--- src/rtl/ahb_led_pwm.sv ---
// AHB-Lite LED PWM controller: per-channel duty, prescaled PWM counter, blink gating, period-done IRQ.
// Latency: zero-wait-state register access; duty changes reach LED_OUT at the next PWM period start.
// Backpressure: HREADYOUT drops only in the first cycle of an ERROR response; otherwise always ready.
module ahb_led_pwm #(
  parameter int NUM_CH     = 8,
  parameter int PWM_WIDTH  = 8,
  parameter int ADDR_WIDTH = 18
) (
  input  logic                    HCLK,
  input  logic                    HRESETn,
  input  logic [ADDR_WIDTH+1:2]   HADDR,
  input  logic                    HSEL,
  input  logic                    HWRITE,
  input  logic [31:0]             HWDATA,
  input  logic [1:0]              HTRANS,
  input  logic [2:0]              HSIZE,
  input  logic                    HREADY,
  output logic                    HREADYOUT,
  output logic                    HRESP,
  output logic [31:0]             HRDATA,
  output logic [NUM_CH-1:0]       LED_OUT,
  output logic                    IRQ
);

  localparam logic [PWM_WIDTH-1:0] PWM_MAX = '1;

  typedef enum logic [1:0] {S_IDLE, S_ERR1, S_ERR2} err_state_t;

  err_state_t r_state, w_state_nxt;

  logic                  r_dp_vld, r_dp_write;
  logic [ADDR_WIDTH-1:0] r_dp_addr;
  logic                  r_en, r_blink_en, r_irq_en, r_pdone, r_phase;
  logic [15:0]           r_presc, r_presc_act, r_presc_cnt, r_blink, r_blink_cnt;
  logic [PWM_WIDTH-1:0]  r_pwm_cnt;
  logic [PWM_WIDTH-1:0]  r_duty     [NUM_CH];
  logic [PWM_WIDTH-1:0]  r_act_duty [NUM_CH];

  logic w_accept, w_addr_legal, w_wr, w_tick, w_pend, w_blink_on, w_phase;
  logic w_unused;

  assign w_accept     = HSEL && HREADY && HTRANS[1];
  assign w_addr_legal = (HADDR < ADDR_WIDTH'(4)) ||
                        ((HADDR >= ADDR_WIDTH'(16)) && (HADDR < ADDR_WIDTH'(16 + NUM_CH)));
  assign w_wr         = r_dp_vld && r_dp_write && HREADY;
  assign w_tick       = r_en && (r_presc_cnt == r_presc_act);
  assign w_pend       = w_tick && (r_pwm_cnt == PWM_MAX);
  assign w_blink_on   = r_blink_en && (r_blink != 16'd0);
  assign w_phase      = !w_blink_on || r_phase;
  assign IRQ          = r_pdone && r_irq_en;
  assign w_unused     = ^{HSIZE, HTRANS[0], HWDATA[31:16]};

  // Capture the address phase of legal transfers for the following data phase.
  always_ff @(posedge HCLK) begin
    if (!HRESETn) begin
      r_dp_vld   <= 1'b0;
      r_dp_write <= 1'b0;
      r_dp_addr  <= '0;
    end else if (HREADY) begin
      r_dp_vld   <= w_accept && w_addr_legal;
      r_dp_write <= HWRITE;
      r_dp_addr  <= HADDR;
    end
  end

  // Error-response state register.
  always_ff @(posedge HCLK) begin
    if (!HRESETn) r_state <= S_IDLE;
    else          r_state <= w_state_nxt;
  end

  // Error-response sequencing: stall one cycle with ERROR, then complete with ERROR.
  always_comb begin
    w_state_nxt = S_IDLE;
    HREADYOUT   = 1'b1;
    HRESP       = 1'b0;
    case (r_state)
      S_ERR1: begin
        HREADYOUT   = 1'b0;
        HRESP       = 1'b1;
        w_state_nxt = S_ERR2;
      end
      S_ERR2: begin
        HRESP       = 1'b1;
        w_state_nxt = (w_accept && !w_addr_legal) ? S_ERR1 : S_IDLE;
      end
      default: w_state_nxt = (w_accept && !w_addr_legal) ? S_ERR1 : S_IDLE;
    endcase
  end

  // Software-visible configuration registers.
  always_ff @(posedge HCLK) begin
    if (!HRESETn) begin
      r_en       <= 1'b0;
      r_blink_en <= 1'b0;
      r_irq_en   <= 1'b0;
      r_presc    <= 16'd0;
      r_blink    <= 16'd0;
      for (int i = 0; i < NUM_CH; i++) r_duty[i] <= '0;
    end else if (w_wr) begin
      if (r_dp_addr == ADDR_WIDTH'(0)) {r_irq_en, r_blink_en, r_en} <= HWDATA[2:0];
      if (r_dp_addr == ADDR_WIDTH'(1)) r_presc <= HWDATA[15:0];
      if (r_dp_addr == ADDR_WIDTH'(3)) r_blink <= HWDATA[15:0];
      for (int i = 0; i < NUM_CH; i++)
        if (r_dp_addr == ADDR_WIDTH'(16 + i)) r_duty[i] <= HWDATA[PWM_WIDTH-1:0];
    end
  end

  // Period-done flag: a period end beats a simultaneous write-1-to-clear.
  always_ff @(posedge HCLK) begin
    if (!HRESETn)                                           r_pdone <= 1'b0;
    else if (w_pend)                                        r_pdone <= 1'b1;
    else if (w_wr && r_dp_addr == ADDR_WIDTH'(2) && HWDATA[0]) r_pdone <= 1'b0;
  end

  // Prescaler and PWM counter; a new PRESC is adopted only at a prescaler wrap or while disabled.
  always_ff @(posedge HCLK) begin
    if (!HRESETn) begin
      r_presc_cnt <= 16'd0;
      r_presc_act <= 16'd0;
      r_pwm_cnt   <= '0;
    end else if (!r_en) begin
      r_presc_cnt <= 16'd0;
      r_presc_act <= r_presc;
      r_pwm_cnt   <= '0;
    end else if (w_tick) begin
      r_presc_cnt <= 16'd0;
      r_presc_act <= r_presc;
      r_pwm_cnt   <= r_pwm_cnt + 1'b1;
    end else begin
      r_presc_cnt <= r_presc_cnt + 16'd1;
    end
  end

  // Active duties follow DUTY only at period end (or freely while disabled) to avoid runt pulses.
  always_ff @(posedge HCLK) begin
    if (!HRESETn) begin
      for (int i = 0; i < NUM_CH; i++) r_act_duty[i] <= '0;
    end else if (!r_en || w_pend) begin
      for (int i = 0; i < NUM_CH; i++) r_act_duty[i] <= r_duty[i];
    end
  end

  // Blink: count period ends and toggle phase every BLINK periods.
  always_ff @(posedge HCLK) begin
    if (!HRESETn || !r_en || !w_blink_on) begin
      r_blink_cnt <= 16'd0;
      r_phase     <= 1'b1;
    end else if (w_pend) begin
      if (r_blink_cnt >= r_blink - 16'd1) begin
        r_blink_cnt <= 16'd0;
        r_phase     <= !r_phase;
      end else begin
        r_blink_cnt <= r_blink_cnt + 16'd1;
      end
    end
  end

  // LED drive: all-ones duty means permanently on within the active phase.
  always_comb begin
    LED_OUT = '0;
    for (int i = 0; i < NUM_CH; i++)
      LED_OUT[i] = r_en && w_phase &&
                   ((r_act_duty[i] == PWM_MAX) || (r_pwm_cnt < r_act_duty[i]));
  end

  // Read mux for the data phase of a legal read; zero otherwise.
  always_comb begin
    HRDATA = 32'd0;
    if (r_dp_vld && !r_dp_write) begin
      if (r_dp_addr == ADDR_WIDTH'(0)) HRDATA[2:0]  = {r_irq_en, r_blink_en, r_en};
      if (r_dp_addr == ADDR_WIDTH'(1)) HRDATA[15:0] = r_presc;
      if (r_dp_addr == ADDR_WIDTH'(2)) HRDATA[0]    = r_pdone;
      if (r_dp_addr == ADDR_WIDTH'(3)) HRDATA[15:0] = r_blink;
      for (int i = 0; i < NUM_CH; i++)
        if (r_dp_addr == ADDR_WIDTH'(16 + i)) HRDATA[PWM_WIDTH-1:0] = r_duty[i];
    end
  end

endmodule

--- config.mk ---
export PLATFORM = sky130hd
export DESIGN_NAME = ahb_led_pwm
export DESIGN_NICKNAME = d
export VERILOG_FILES = /design/src/rtl/ahb_led_pwm.sv
export SDC_FILE = /design/constraint.sdc
export NUM_CORES = 1
export LEC_CHECK = 0
export CAP_MARGIN = 40
export CORE_AREA = 2 2 170 155
export DETAILED_ROUTE_END_ITERATION = 8
export DIE_AREA = 0 0 172 157
export GPL_TIMING_DRIVEN = 0
export PLACE_DENSITY = 0.75
export SLEW_MARGIN = 10
export SYNTH_ARGS = -nofsm -noshare
export SYNTH_HDL_FRONTEND = slang
export SYNTH_SLANG_ARGS = --single-unit
--- constraint.sdc ---
create_clock -name HCLK -period 3.7 [get_ports HCLK]
set_input_delay 0.74 -clock HCLK [delete_from_list [all_inputs] [get_ports HCLK]]
set_output_delay 0.74 -clock HCLK [all_outputs]
set_load 0.03 [all_outputs]
======== After elaboration in Yosys (flattened, before gate mapping) ========
Memories as Yosys holds them, arrays and structs flattened.
Index checks and enable logic that the tools add are counted.
operators by class
  divide/modulo/power cells ............... 0
  reductions and logical operators ........ 53
  bitwise gates (word level) .............. 18
  add/subtract/negate cells ............... 4
  order comparisons ....................... 12
  $mul .................................... 0
  multiplexer cells ....................... 74
  equal/unequal tests ..................... 24
  shift-type cells ........................ 0
operator list
  operator                 count
  $mux W8                  24
  $eq A18 B5 Y1 const B    8
  $mux W16                 6
  $eq A8 B8 Y1 const B     9
  $lt A8 B8 Y1             8
  $mux W1                  42
  $eq A18 B2 Y1 const B    2
  $add A16 B1 Y16 const B  2
  $logic_and A1 B1 Y1      23
  $eq A18 B1 Y1 const B    1
  $ge A18 B5 Y1 const B    1
  $logic_not A18 Y1        1
  $lt A18 B3 Y1 const B    1
  $lt A18 B5 Y1 const B    1
  $eq A16 B16 Y1           1
  $ge A16 B16 Y1           1
  $or A1 B1 Y1             16
  $reduce_bool A16 Y1      1
  $sub A16 B1 Y16 const B  1
  $logic_or A1 B1 Y1       13
  $reduce_and A2 Y1        5
  $add A8 B1 Y8 const B    1
  $logic_not A1 Y1         6
  $reduce_or A2 Y1         2
  8 further kinds          9
word-level totals
  output and inout bits ................... 43
  latch bits .............................. 0
  bits in read-only memories .............. 0
  bits in writable memories ............... 128
  memories kept ........................... 2
  bits in registers ....................... 115
memory list
  memory      depth  bits a word  read ports  clocked after memory_dff  wr ports  RTL line  RTL
  r_act_duty  8      8            8           0                         8         37        logic [PWM_WIDTH-1:0] r_act_duty [NUM_CH];
  r_duty      8      8            8           0                         8         36        logic [PWM_WIDTH-1:0] r_duty [NUM_CH];

======== Logic depth before layout (Yosys ltp) ========
Gate-level depths: netlist of run 1.
  depth in word-level cells ............... 14
  mapped depth ............................ 13
  mapped depth without buffers ............ 12

======== Least setup slack after synthesis of run 1 ========
OpenSTA, ideal clock, no wires.
  kind .................................... reg-to-reg
  start point ............................. register r_pwm_cnt[1]
  end point ............................... memory r_act_duty[0][0] (enable)
  data required time ...................... 2848 ps
  buffers on the path ..................... 2
  arrival time ............................ 3066 ps
  slack ................................... -218 ps
  cell stages (with the launch flop) ...... 9
  cell sequence ........................... dfxtp_1 -> ha_1 -> and3_1 -> nor2b_1 -> nand2_1 -> or2_2 -> clkbuf_1 -> clkbuf_1 -> nand3_1
RTL lines
  what                    RTL line  RTL
  from (decl)             35        logic [PWM_WIDTH-1:0] r_pwm_cnt;
  from (signal assigned)  129       r_pwm_cnt <= r_pwm_cnt + 1'b1;
  to (decl)               37

======== Worst setup path after layout of run 1 ========
  start point ............................. register r_dp_addr[1]
  end point ............................... output HRDATA[7]
on the way
  longest elaborated chain between the ends .. 12
  elaborated cells on any way between the ends .. 21
  those cells by class .................... eq/ne (10); mux (11)
RTL lines
  what                    RTL line  RTL
  from (decl)             32        logic [ADDR_WIDTH-1:0] r_dp_addr;
  from (signal assigned)  58        r_dp_addr <= '0;
  from (signal assigned)  62        r_dp_addr <= HADDR;
  $eq A18 B1 Y1           172       if (r_dp_addr == ADDR_WIDTH'(1)) HRDATA[15:0] = r_presc;
  $mux W16                172
  $mux W16                174       if (r_dp_addr == ADDR_WIDTH'(3)) HRDATA[15:0] = r_blink;
  $mux W8 (7 in a row)    176       if (r_dp_addr == ADDR_WIDTH'(16 + i)) HRDATA[PWM_WIDTH-1:0] = r_duty[i];
  $mux W8 (*)             176
  $mux W16 (*)            170       if (r_dp_vld && !r_dp_write) begin
  to (decl)               20        output logic [31:0] HRDATA,
Mark *: on every way between the ends. The rest lies on a longest branch, timed or not.

==> metrics.md, run 1 <==
| Metric | Value |
|---|---|
| Setup Viol. Count Final | `0` |
| Clock network power share | `45.8%` |
| Die area | `0.0270 mm^2` |
| Pin count of the biggest net entering global routing | `49` |
| Post-synthesis cell count | `between 1000 and 1500` |
| PD cells | `approximately 400 mW/mm^2` |
| DRC errors left | `0` |
| Routed WL per cell | `19.2 um` |
| Worst-path fanout max | `10` |
| Hold Path Origin | `r_presc_cnt[0]` |
| ANT cells | `0` |
| Worst Setup SP | `r_dp_addr[1]` |
| Most used flip-flop cell after synthesis | `edfxtp_1` |
| Reg2reg start | `r_pwm_cnt[4]` |
| Area contributors post-synth | `edfxtp_1 (30%), dfxtp_1 (18%), ha_1 (7.5%)` |
| Clock Path Buffers | `3` |
| Vias in the first global route | `10083` |
| HP Class | `reg -> reg` |
| Initial antenna violation count | `0` |
| Detailed Route WL | `34.6 mm` |
| Sequential Power Share | `a little under half` |
| Post-route insts no fill | `1804` |
| FFs w/ async S/R, synth | `0%` |
| Combinational share of power | `6.2%` |
| Critical Path RT | `slightly below 3000 ps` |
| Worst vdd ir | `0.330 mV` |
| Worst slew margin | `47.7%` |
| Post-place setup slack | `-285 ps` |
| # clock sinks | `243` |
| MaxCap Viol Count | `0` |
| Final core occ | `approximately three fifths` |
| Yosys top cell by area | `edfxtp_1` |
| Leakage | `6.25 nW` |
| Skew final | `20.6 ps` |
| Syn. warnings | `0` |
| Synth Register Bits | `243` |
| Element type at the critical path start | `flop` |
| Final Critical Period | `3680 ps` |
| GRT overflow | `0` |
| Worst-path clk slew | `roughly 60 ps` |
| DP HPWL | `25.5 mm` |
| Final period util | `slightly below 100%` |
| Cell area after synthesis | `0.0129 mm^2` |
| Port Buffers | `65` |
| Power Internal | `~4.8 mW` |
| Starting DRT DRC Count | `about 900` |
| Switching pwr | `around 1.4 mW` |
| Fin worst setup slack | `20.0 ps` |
| Switching Fraction | `21.8%` |
| Synth cell types | `69` |
| Global-route wire length before repair | `53.9 mm` |
| Share of layout cells above drive strength 1 | `10.5%` |
| Total Neg Setup Slack | `0 ps` |
| Remaining antenna violation count after routing | `0` |
| Most common cell in the netlist | `nand2_1` |
| CP Class | `reg -> out` |
| Synth top cells by count | `nand2_1 (144), edfxtp_1 (128), dfxtp_1 (115)` |
| Row Count | `55` |
| Critical path capture point type | `output port` |
| Placed Instances | `1741` |
| Routed vias | `10526` |
| Synth top area share | `~30%` |
| Final instance area | `0.0154 mm^2` |
| Least-Margin Pin Slew | `between 700 and 800 ps` |
| Fill count | `2044` |
| Final RePlAce weighted congestion | `0.893` |
| CTS tree | `yes` |
| Cts bufs inserted | `26` |
| Detailed Routing Iterations Pass 1 | `6` |
| Core area | `0.0250 mm^2` |
| Max Clk Rate | `272 MHz` |
| Placed inst area | `approximately 0.014 mm^2` |
| Mean Syn Cell Area | `9.83 um^2` |
| Total track usage | `25.8%` |
| RSZ-0062 raised after global routing | `true` |
| Height of the die | `157 um` |
| Insertion delay to the later sink of the worst-skew pair | `540 ps` |
| Starting Density | `51.7%` |
| Number of synthesized flops with an enable pin | `roughly 130` |
| Die width | `~170 um` |
| Final Max Tran Viols | `0` |
| Synthesis-to-finish area growth | `19.3%` |
| Via/cell ratio | `5.83` |
| Top Ports | `103` |
| Nets | `about 1600` |
| Root buf cell | `clkbuf_16` |
| Worst hold slack | `~480 ps` |
| Run status | `complete, no violations` |
| Final Hold Fails | `0` |
| Arrival time worst endpoint | `between 2000 and 3000 ps` |
| Part of the Yosys area used for sequential elements | `47.5%` |
| Htree depth | `1` |
| Overall Power | `slightly above 6 mW` |
-- registers in the layout (all words and copies together), names as in the netlist, 2 cells and up --
signal and count:
r_presc_cnt 16, r_dp_addr 18, r_duty 64, r_presc 16, r_act_duty 64, r_state 2
r_blink_cnt 16, r_pwm_cnt 8, r_presc_act 16, r_blink 16
-- metal layers --
metal	track usage (%)	vias to the layer above	wire length, um	share of wire [%]
li1	-	4946	-	-
met4	10.9	0	1420	4.1
met2	41.4	487	15400	44
met1	34.8	4992	15000	43
met3	4.00	101	2850	8.2
met5	0	-	0	0
-- worst paths after layout --
check                                    endpoint  slack (ps)  cells after the start
worst max register to register  r_act_duty[1][15]         230                      8
worst min-delay path               r_presc_cnt[0]         480                      1
worst min register to register     r_presc_cnt[0]         480                      1
worst max-delay path                    HRDATA[7]          20                      8
-- cells by family after synthesis --
group | after synthesis | synth area share (%)
other | 1 | 0.0290
and+or+nand+nor | 529 | 21.1
buffers and inverters | 160 | 5.29
xor gates and xnor gates | 57 | 3.86
DFF | 243 | 47.5
AOI/OAI and AO/OA | 217 | 12.3
adders and majority gates | 78 | 7.54
muxes | 32 | 2.49
-- area by class of cell --
cell class                 count  area, um^2  share of cell area [%]
clock buffer                  41         840                    5.44
multi-input combinational    929        6380                    41.3
tap                          342         428                    2.77
inverter                      82         308                    1.99
sequential                   243        6150                    39.8
timing repair buffer          82         826                    5.35
clock inverter                 7         119                   0.770
buffer                        78         393                    2.54
-- layout by cell type (no fill, tap or decap), types with 9 or more instances in the layout --
cell type and count:
a21oi_1 20, xnor2_1 27, and3_1 57, and2_1 18, nor3_1 16, ha_1 78
xor2_1 30, a21boi_0 58, o21ai_0 23, o21a_1 10, a22oi_1 14, a2111oi_0 9
conb_1 16, inv_1 82, buf_4 30, dfxtp_1 112, clkbuf_16 28, nand3_1 67
clkbuf_1 37, clkdlybuf4s50_1 41, nand4_1 29, buf_2 15, edfxtp_1 128, nor2b_1 34
nor2_1 109, mux2i_1 30, a21o_1 10, nand2_1 143, nor4_1 12, clkbuf_8 9
-- power groups by stage --
stage	Sequential, mW	Clock, mW	Combinational, mW
6_report	2.97	2.83	0.385
5_1_grt	2.97	2.95	0.416
4_1_cts	2.96	2.85	0.374
3_5_place_dp	3.02	0	0.349
3_3_place_gp	3.01	0	0.339
2_1_floorplan	2.99	0	0.232
-- repair_timing --
action	4_1_cts	5_1_grt
hold buffers	0	0
endpoints found under the setup margin	31	36
gates resized for setup	71	34
setup buffers	10	5
pin swaps	8	2
-- critical path: stages (launching register included) --
cell             delay, ps
dfxtp_1                310
buf_2                  250
buf_2                  290
buf_4                  270
mux2i_1                270
o2bb2ai_1              110
a221oi_1               360
o32ai_1                210
clkdlybuf4s18_2        330
(Power assumes the default switching activity.)
==> run 2, diff against run 1 <==
- CORE_AREA: 2 2 170 155 -> 8 8 176 161
- DIE_AREA: 0 0 172 157 -> 0 0 184 169
==> run 2 against run 1 <==
Against the previous run: flip-flop and latch count did not move; register-to-register slack got worse by 40 ps; first-iteration DRC count rose by 23%; core utilization fell by 1.9 points; combinational power rose by 1%; maximum frequency rose by 1.7%; setup slack improved by 60 ps; largest cell class unchanged; clock-buffer cell count fell by 8; die area rose by 15%; clock power fell by 13%; non-clock buffer count rose by 9; critical path depth did not move.
==> metrics.md, run 2 (synthesized netlist as in run 1, its figures left out) <==
| Metric | Value |
|---|---|
| Worst vdd ir | `0.325 mV (-1.7%)` |
| Leakage | `6.08 nW (-2.8%)` |
| Hold Path Origin | `r_presc[14]` |
| Clock network power share | `42.2% (-3.6 points)` |
| Final instance area | `0.0152 mm^2 (-1.3%)` |
| Clock Path Buffers | `3 (unchanged)` |
| Die area | `0.0311 mm^2 (+15%)` |
| Placed inst area | `0.0141 mm^2 (about the same)` |
| Detailed Route WL | `35.4 mm (+2.3%)` |
| Commonest non-fill, non-tap cells in the layout | `nand2_1 (143), edfxtp_1 (128), dfxtp_1 (111)` |
| Nets | `1589 (+0.57%)` |
| CP Class | `reg -> out` |
| Routed vias | `10603 (+0.73%)` |
| Worst slew margin | `42.6% (-5.1 points)` |
| Via/cell ratio | `5.83 (about the same)` |
| Reg2reg start | `r_blink[2]` |
| Global-route wire length before repair | `56.0 mm (+4.0%)` |
| Arrival time worst endpoint | `2880 ps (-60 ps)` |
| Largest registers | `r_act_duty (64), r_duty (64), r_dp_addr (18)` |
| Row Count | `56 (+1.8%)` |
| Remaining antenna violation count after routing | `0 (unchanged)` |
| Sequential Power Share | `51.1% (+3.1 points)` |
| Final Max Tran Viols | `0 (unchanged)` |
| DRC errors left | `0 (unchanged)` |
| Height of the die | `169 um (+7.6%)` |
| Skew final | `14.8 ps (-5.80 ps)` |
| Power Internal | `4.44 mW (-8.2%)` |
| Hold Path End | `r_presc_act[14]` |
| Worst-path fanout max | `10 (unchanged)` |
| Vias in the first global route | `10381 (+3.0%)` |
| Final Hold Fails | `0 (unchanged)` |
| Initial antenna violation count | `0 (unchanged)` |
| Total Neg Setup Slack | `0 ps (unchanged)` |
| PD cells | `380 mW/mm^2 (-5.0%)` |
| GRT overflow | `0 (unchanged)` |
| Final period util | `97.8% (-1.6 points)` |
| Final Critical Period | `3620 ps (-59.9 ps)` |
| Switching pwr | `1.36 mW (+0.95%)` |
| # clock sinks | `243 (unchanged)` |
| Element type at the critical path start | `flop` |
| Cts bufs inserted | `26 (unchanged)` |
| RSZ-0062 raised after global routing | `true` |
| Critical path capture point type | `output port` |
| Synthesis-to-finish area growth | `17.7%` |
| Total track usage | `22.4% (-3.3 points)` |
| Root buf cell | `clkbuf_16` |
| Switching Fraction | `23.5% (+1.7 points)` |
| Worst hold slack | `485 ps (+9.16 ps)` |
| Routed WL per cell | `19.5 um (+1.5%)` |
| Worst-path clk slew | `60 ps (about the same)` |
| Top Ports | `103 (unchanged)` |
| Starting DRT DRC Count | `1075 (+23%)` |
| Max Clk Rate | `276 MHz (+1.7%)` |
| MaxCap Viol Count | `0 (unchanged)` |
| Fill count | `2151 (+5.2%)` |
| Worst hold path depth | `2 (+1)` |
| Least-Margin Pin Slew | `854 ps (+76.2 ps)` |
| Reg2reg setup slack | `190 ps (-40 ps)` |
| Final RePlAce weighted congestion | `0.891 (-0.29%)` |
| Setup Viol. Count Final | `0 (unchanged)` |
| Starting Density | `50.8% (-0.92 points)` |
| R2r endpoint | `r_blink_cnt[13]` |
| Hold Buf Count CTS | `0 (unchanged)` |
| Worst r2r path cells | `13 (+5)` |
| CTS tree | `yes` |
| Critical Path RT | `2960 ps (about the same)` |
| Combinational share of power | `6.7% (+0.5 points)` |
| Fin worst setup slack | `79.9 ps (+59.9 ps)` |
| Core area | `0.0255 mm^2 (+1.8%)` |
| Pin count of the biggest net entering global routing | `49 (unchanged)` |
| Final core occ | `59.8% (-1.9 points)` |
| Port Buffers | `65 (unchanged)` |
| Htree depth | `1 (unchanged)` |
| Share of layout cells above drive strength 1 | `11.2% (+0.76 points)` |
| Detailed Routing Iterations Pass 1 | `5 (-1)` |
| ANT cells | `0 (unchanged)` |
| Die width | `184 um (+7.0%)` |
| Commonest non-fill, non-tap cell in the layout | `nand2_1` |
| Insertion delay to the later sink of the worst-skew pair | `530 ps (about the same)` |
| Run status | `complete, no violations` |
| DP HPWL | `26.1 mm (+2.3%)` |
| HP Class | `reg -> reg` |
| Post-place setup slack | `-203 ps (+83.0 ps)` |
## run 2: metrics by stage
step | cells | power [mW]
after CTS | 1807 | 5.79
final | 1818 | 5.80
after global routing | 1818 | 5.96
after floorplan | 1332 | 3.23
after global placement | 1745 | 3.35
after detailed placement | 1747 | 3.37
## run 2: worst max path at each step
stage	cells past startpoint	from	end	slack [ps]
CTS	9	r_dp_addr[15]	HRDATA[4]	-70
global route	8	r_blink[8]	LED_OUT[7]	-5
finish	8	r_dp_addr[1]	HRDATA[7]	80
detailed placement	6	r_dp_addr[0]	HRDATA[4]	-200
floorplan	13	r_blink[2]	r_blink_cnt[13]	540
global placement	4	HRESETn	r_act_duty[1][10]	-650
## run 2: worst max-delay path, cell delays in order, from the launching register on
cell,delay [ps]
dfxtp_1,300
buf_2,250
buf_2,300
buf_4,270
mux2i_1,300
o2bb2ai_1,140
a221oi_1,390
o32ai_2,200
buf_4,210
## run 2: cell type report
cell class	count	area, um^2	share of cell area [%]
Buffer	78	394	2.58
Clock buffer	33	708	4.64
Clock inverter	14	92.6	0.607
Inverter	82	308	2.02
Multi-Input combinational cell	929	6370	41.8
Sequential cell	243	6150	40.3
Tap cell	348	435	2.86
Timing Repair Buffer	91	785	5.15
## run 2: power groups by stage
stage | Clock, mW | Sequential, mW | Combinational [mW]
2_1_floorplan | 0 | 2.99 | 0.232
3_3_place_gp | 0 | 3.01 | 0.339
3_5_place_dp | 0 | 3.02 | 0.351
4_1_cts | 2.46 | 2.96 | 0.371
5_1_grt | 2.57 | 2.97 | 0.421
6_report | 2.45 | 2.96 | 0.389
## run 2: per-layer routing
layer  wire length [um]  GRT usage, %
met1              14900          29.6
met2              16200          36.8
met3               2930          3.51
met4               1360          8.20
met5                  0             0
## run 2: what timing repair did
action / CTS / global route
gates resized for setup: 88 / 47
endpoints found under the setup margin: 31 / 37
endpoints found under the hold margin: 0 / 0
buffers inserted: 13 / 11
pin swaps: 8 / 11
